`src/rtl/uart_defines.sv`:
```
// Shared UART definitions: transmit FSM state encoding and frame constants.
package uart_defines;

    typedef enum logic [1:0] {
        TX_IDLE,
        TX_START,
        TX_DATA,
        TX_STOP
    } uart_tx_state_t;

    localparam int unsigned UART_DATA_BITS = 8;
    localparam int unsigned UART_BIT_CNT_W = $clog2(UART_DATA_BITS);

endpackage

```
`src/rtl/uart_tx_fifo.sv`:
```
// Synchronous TX byte FIFO with registered occupancy flags.
// Ports:
//   clk, rstn      : clock, async active-low reset (pointers and level cleared)
//   push, wdata    : write request and byte; ignored while full
//   pop            : read request; ignored while empty
//   rdata_c        : current head byte (combinational read of storage)
//   full, empty    : registered occupancy flags
//   level          : registered occupancy, 0..FIFO_DEPTH
module uart_tx_fifo #(
    parameter int unsigned FIFO_DEPTH = 16
) (
    input  logic                          clk,
    input  logic                          rstn,
    input  logic                          push,
    input  logic                          pop,
    input  logic [7:0]                    wdata,
    output logic [7:0]                    rdata_c,
    output logic                          full,
    output logic                          empty,
    output logic [$clog2(FIFO_DEPTH):0]   level
);

    localparam int unsigned AW = $clog2(FIFO_DEPTH);
    localparam int unsigned LW = AW + 1;

    logic [7:0]    mem_q [FIFO_DEPTH];
    logic [AW-1:0] wr_ptr_q, wr_ptr_d;
    logic [AW-1:0] rd_ptr_q, rd_ptr_d;
    logic [LW-1:0] level_q, level_d;
    logic          full_q, full_d;
    logic          empty_q, empty_d;
    logic          push_ok;
    logic          pop_ok;

    // Flags come from registered state, so a push on full is rejected even if a pop lands in the same cycle.
    assign push_ok = push && !full_q;
    assign pop_ok  = pop && !empty_q;

    // Pointer and occupancy update.
    always_comb begin
        wr_ptr_d = wr_ptr_q;
        rd_ptr_d = rd_ptr_q;
        level_d  = level_q;
        if (push_ok) begin
            wr_ptr_d = wr_ptr_q + AW'(1);
        end
        if (pop_ok) begin
            rd_ptr_d = rd_ptr_q + AW'(1);
        end
        unique case ({push_ok, pop_ok})
            2'b10:   level_d = level_q + LW'(1);
            2'b01:   level_d = level_q - LW'(1);
            default: level_d = level_q;
        endcase
        full_d  = (level_d == LW'(FIFO_DEPTH));
        empty_d = (level_d == '0);
    end

    always_ff @(posedge clk or negedge rstn) begin
        if (!rstn) begin
            wr_ptr_q <= '0;
            rd_ptr_q <= '0;
            level_q  <= '0;
            full_q   <= 1'b0;
            empty_q  <= 1'b1;
        end else begin
            wr_ptr_q <= wr_ptr_d;
            rd_ptr_q <= rd_ptr_d;
            level_q  <= level_d;
            full_q   <= full_d;
            empty_q  <= empty_d;
        end
    end

    // Storage needs no reset; the pointers define which entries are valid.
    always_ff @(posedge clk) begin
        if (push_ok) begin
            mem_q[wr_ptr_q] <= wdata;
        end
    end

    assign rdata_c = mem_q[rd_ptr_q];
    assign full    = full_q;
    assign empty   = empty_q;
    assign level   = level_q;

endmodule

```
`src/rtl/uart_tx_ctrl.sv`:
```
// UART transmit controller: buffers CPU bytes and sends them as 8N1 frames,
// advancing one bit per baud_tick.
// Ports:
//   clk, rstn      : clock, async active-low reset
//   baud_tick      : one-cycle pulse per bit period
//   wr_en, wr_data : byte push from the MMIO register
//   ovf_clr        : clears the sticky overflow flag
//   full, empty    : FIFO occupancy flags
//   level          : FIFO occupancy
//   busy           : frame in progress
//   ovf            : sticky, a write was dropped on a full FIFO
//   tx             : serial line, idle high
module uart_tx_ctrl
    import uart_defines::*;
#(
    parameter int unsigned FIFO_DEPTH = 16
) (
    input  logic                          clk,
    input  logic                          rstn,
    input  logic                          baud_tick,
    input  logic                          wr_en,
    input  logic [7:0]                    wr_data,
    input  logic                          ovf_clr,
    output logic                          full,
    output logic                          empty,
    output logic [$clog2(FIFO_DEPTH):0]   level,
    output logic                          busy,
    output logic                          ovf,
    output logic                          tx
);

    uart_tx_state_t              state_q, state_d;
    logic [UART_DATA_BITS-1:0]   shift_q, shift_d;
    logic [UART_BIT_CNT_W-1:0]   bit_cnt_q, bit_cnt_d;
    logic                        tx_q, tx_d;
    logic                        busy_q, busy_d;
    logic                        ovf_q, ovf_d;
    logic                        pop_c;
    logic [7:0]                  fifo_rdata_c;
    logic                        fifo_full;
    logic                        fifo_empty;

    uart_tx_fifo #(
        .FIFO_DEPTH (FIFO_DEPTH)
    ) u_fifo (
        .clk     (clk),
        .rstn    (rstn),
        .push    (wr_en),
        .pop     (pop_c),
        .wdata   (wr_data),
        .rdata_c (fifo_rdata_c),
        .full    (fifo_full),
        .empty   (fifo_empty),
        .level   (level)
    );

    // Frame FSM; every transition is gated by baud_tick.
    always_comb begin
        state_d   = state_q;
        shift_d   = shift_q;
        bit_cnt_d = bit_cnt_q;
        tx_d      = tx_q;
        pop_c     = 1'b0;
        if (baud_tick) begin
            unique case (state_q)
                TX_IDLE: begin
                    if (!fifo_empty) begin
                        pop_c   = 1'b1;
                        shift_d = fifo_rdata_c;
                        tx_d    = 1'b0;
                        state_d = TX_START;
                    end else begin
                        tx_d    = 1'b1;
                    end
                end
                TX_START: begin
                    tx_d      = shift_q[0];
                    bit_cnt_d = '0;
                    state_d   = TX_DATA;
                end
                TX_DATA: begin
                    if (bit_cnt_q == UART_BIT_CNT_W'(UART_DATA_BITS - 1)) begin
                        tx_d    = 1'b1;
                        state_d = TX_STOP;
                    end else begin
                        shift_d   = shift_q >> 1;
                        tx_d      = shift_q[1];
                        bit_cnt_d = bit_cnt_q + UART_BIT_CNT_W'(1);
                    end
                end
                TX_STOP: begin
                    // Chain straight into the next start bit when more data is queued.
                    if (!fifo_empty) begin
                        pop_c   = 1'b1;
                        shift_d = fifo_rdata_c;
                        tx_d    = 1'b0;
                        state_d = TX_START;
                    end else begin
                        tx_d    = 1'b1;
                        state_d = TX_IDLE;
                    end
                end
                default: begin
                    tx_d    = 1'b1;
                    state_d = TX_IDLE;
                end
            endcase
        end
        busy_d = (state_d != TX_IDLE);
    end

    // Sticky overflow; a dropped write beats a clear in the same cycle.
    always_comb begin
        ovf_d = ovf_q;
        if (ovf_clr) begin
            ovf_d = 1'b0;
        end
        if (wr_en && fifo_full) begin
            ovf_d = 1'b1;
        end
    end

    always_ff @(posedge clk or negedge rstn) begin
        if (!rstn) begin
            state_q   <= TX_IDLE;
            shift_q   <= '0;
            bit_cnt_q <= '0;
            tx_q      <= 1'b1;
            busy_q    <= 1'b0;
            ovf_q     <= 1'b0;
        end else begin
            state_q   <= state_d;
            shift_q   <= shift_d;
            bit_cnt_q <= bit_cnt_d;
            tx_q      <= tx_d;
            busy_q    <= busy_d;
            ovf_q     <= ovf_d;
        end
    end

    assign full  = fifo_full;
    assign empty = fifo_empty;
    assign busy  = busy_q;
    assign ovf   = ovf_q;
    assign tx    = tx_q;

endmodule

```
`config.mk`:
```
export PLATFORM = sky130hd
export DESIGN_NAME = uart_tx_ctrl
export DESIGN_NICKNAME = d
export VERILOG_FILES = /design/src/rtl/uart_defines.sv /design/src/rtl/uart_tx_fifo.sv /design/src/rtl/uart_tx_ctrl.sv
export SDC_FILE = /design/constraint.sdc
export NUM_CORES = 1
export LEC_CHECK = 0
export ABC_AREA = 1
export BUFFER_PORTS_ARGS = -buffer_cell sky130_fd_sc_hd__buf_2
export CAP_MARGIN = 0
export CORE_MARGIN = 2
export CORE_UTILIZATION = 61
export DETAILED_ROUTE_END_ITERATION = 8
export GPL_ROUTABILITY_DRIVEN = 0
export PLACE_DENSITY = 0.79
export SLEW_MARGIN = 20
export SYNTH_ARGS = -nofsm -noshare
export SYNTH_HDL_FRONTEND = slang
export SYNTH_HIERARCHICAL = 1
export SYNTH_SLANG_ARGS = --single-unit
```
`constraint.sdc`:
```
create_clock -name clk -period 3.04 [get_ports clk]
set_input_delay 0.304 -clock clk [delete_from_list [all_inputs] [get_ports clk]]
set_output_delay 0.304 -clock clk [all_outputs]
set_load 0.01 [all_outputs]
```
==> metrics.cfg <==
[sta]
layout_min_cycle_time_ns=2.80
maxSlewHeadroom_pct=38.0
hold_viol=0
fin_tns_setup_ns=0
rsz0062_at_grt=false
setup_viol=0
clock_skew_ns=0.00727
fin_crit_sh_pct=92.2
worst_pin_slew_ns=0.926
fmax_ghz=0.357
finalMaxSlewViolations=0

[clock_tree]
cts.clk_slew.worst_paths_ns=0.06
clkSinkCount=159
cts_htree_levels=4
root_buffer=clkbuf_8
cts_tree=done
numCtsBuffers=17
post_cts_buffers=0
clk_latency_ns=0.54
clock_path_buffers=2

[placed_design]
dp.cells=704
port_buffers=22
dpl-instance-area_mm2=0.00705
post-dp-hpwl_um=8590

[yosys]
synth_cells=556
async_reset_ff_share_pct=19.5
ys_types=36
synthesis.nets=582
synth_area_leaders=edfxtp_1 57%, dfrtp_1 11%, nand2_1 4.8%
avgSynthCellArea_um2=12.2
yosys-top-cells-count=128 x edfxtp_1, 87 x nand2_1, 73 x nor2_1, 44 x o21ai_0, 36 x inv_1
yosysSeqAreaShare_pct=67.9
yosysTopAreaCellShare_pct=56.5
yosysWarnings=6
synth_flop_cell=edfxtp_1
synth_top_cell_by_area=edfxtp_1
ys_ff_latch=159
syn-cell-area_mm2=0.00680
synth_edf_count=128
synth_most_common_cell=edfxtp_1

[power_and_ir_drop]
p_per_area_mw_per_mm2=1020
leakage_nw=2.96
ir_drop_v=0.000619

[cells_and_area]
finalNonFillerCells=738
drive_above_1_share_pct=14.7
area_growth_pct=13.0
nFillCells=717
seqCellArea_mm2=0.00462
design_area_mm2=0.00769
antenna_cells=0
multi_input_area_mm2=0.00192
final_nets=611

[critical_path]
r2r_end=u_fifo/full$_DFF_PN0_
worstSetupPathType=flop to flop
crit_end=u_fifo/full$_DFF_PN0_
r2r-start=state_q[0]$_DFF_PN0_
r2r_slack_ns=0.24
worstPathArrival_ns=3.27
crit_fanout=10
r2r_cells=17
cp-end-kind=flop
required_ns=3.51
setup.worst_path.start_class=flop
worstSetupStartpoint=state_q[0]$_DFF_PN0_

[detailed_routing]
dr.pass1.iters=5
vias_per_cell=6.06
drtIter0Drc=479
vias=4470
ant_nets=0
route.detailed.drc=0
wl_per_cell_um=19.4
drt-total-wl_um=14300

[floorplan]
fp.coreArea_mm2=0.0108
fp.dieArea_mm2=0.0120
dieHeight_um=110
die_x_um=110
initial_core_util_pct=62.8
io_pins=23
row_count=38

[global_route]
grt_usage_pct=25.8
grt_pass1_vias=4271
grt_pass1_wl_um=22300
antenna_found_initial=0
grt_overflow=0
grt_max_degree=68

[run_status]
status=complete, no violations

[flow_run]
cap_violations=0

[min_path]
hp-class=input port to flop

[power breakdown]
part | internal, mW | total, mW | switching [mW] | leakage (nW)
Sequential | 2.73 | 2.97 | 0.238 | 1.53
Clock | 1.28 | 2.19 | 0.905 | 0.300
Combinational | 0.882 | 2.67 | 1.79 | 1.12
Total | 4.90 | 7.83 | 2.93 | 2.96
[flip-flops by register name, indices dropped and copies added (netlist names)]
register,count
shift_q,8
tx,1
u_fifo/empty,1
u_fifo/rd_ptr_q,4
bit_cnt_q,3
u_fifo/full,1
u_fifo/wr_ptr_q,4
u_fifo/mem_q,128
state_q,2
ovf,1
busy,1
u_fifo/level,5
[worst max-delay path: stages, from the launching register on]
cell     delay [ns]
dfrtp_1        0.42
inv_1          0.12
ha_2           0.33
inv_2          0.07
nand2_1        0.05
nor2_1         0.08
inv_1          0.09
nor2_8         0.21
nand3_1        0.13
nand2_1        0.09
inv_1          0.05
ha_1           0.26
nand2_1        0.06
o21ai_0        0.11
or2_2          0.29
nor2_1         0.12
nand3_1        0.13
nor2_2         0.12
[final cells by class]
cell class | count | share of cell area [%]
Inverter | 40 | 1.95
Multi-Input combinational cell | 333 | 25.0
Tap cell | 140 | 2.28
Clock buffer | 17 | 5.39
Clock inverter | 15 | 2.57
Timing Repair Buffer | 34 | 2.67
Sequential cell | 159 | 60.1
[how the worst min path moves through the flow]
stage	from	end	cells after the start
after floorplan	rstn	bit_cnt_q[0]$_DFFE_PN0P_	0
after global placement	rstn	bit_cnt_q[1]$_DFFE_PN0P_	1
after detailed placement	rstn	bit_cnt_q[1]$_DFFE_PN0P_	1
after CTS	wr_en	ovf$_DFFE_PN0P_	3
after global routing	wr_en	ovf$_DFFE_PN0P_	3
final	wr_en	ovf$_DFFE_PN0P_	3
[cells by family (layout without fill, tap and decap cells)]
group,Yosys count,after routing,share of synthesized area [%]
flops,159,159,67.9
buf+inv,64,106,3.84
simple gates,198,198,12.6
xor+xnor,7,7,0.901
fa+ha+maj,13,13,2.39
mux,22,22,3.24
compound gates,93,93,9.12
[layout by cell type, fill, tap and decap left out, types with 2 or more instances in the layout]
| cell | n |
|---|---|
| a21oi_1 | 3 |
| buf_2 | 22 |
| buf_4 | 10 |
| bufinv_16 | 3 |
| clkbuf_16 | 16 |
| clkinv_1 | 2 |
| clkinv_4 | 2 |
| dfrtp_1 | 28 |
| dfstp_2 | 2 |
| dlygate4sd3_1 | 2 |
| edfxtp_1 | 128 |
| ha_1 | 12 |
| inv_1 | 36 |
| inv_2 | 2 |
| inv_6 | 5 |
| inv_8 | 3 |
| mux2i_1 | 22 |
| nand2_1 | 87 |
| nand2_2 | 6 |
| nand3_1 | 20 |
| nand3_2 | 2 |
| nand4_1 | 3 |
| nor2_1 | 73 |
| o211ai_1 | 9 |
| o21ai_0 | 44 |
| o21ai_2 | 4 |
| o221ai_1 | 22 |
| o32ai_1 | 9 |
| xor2_1 | 6 |
[metal layers]
layer  share of wire, %  GRT usage, %  wire (µm)
met5                  0             0          0
met4                2.6          11.8        371
met2                 50          39.3       7090
met1                 41          36.2       5810
met3                7.2          5.33       1030
[metrics by stage]
| stage | worst slack (ns) | hold WS [ns] | util (%) | total power [mW] |
|---|---|---|---|---|
| floorplan | 0.325 | 0.00841 | - | 4.86 |
| global placement | 0.350 | 0.374 | 65.1 | 5.45 |
| detailed placement | 0.252 | 0.385 | 65.1 | 5.58 |
| CTS | 0.211 | 0.00432 | 70.9 | 7.81 |
| global route | 0.00632 | 0.0102 | 70.9 | 8.24 |
| finish | 0.236 | 0.0166 | 70.9 | 7.83 |
[timing repair]
item | CTS | global route
setup endpoints to repair | 0 | 2
hold buffers | 2 | 0
resized for setup | 0 | 1
hold endpoints to repair | 30 | 0
Note: power is estimated with default switching activity, not from simulation.
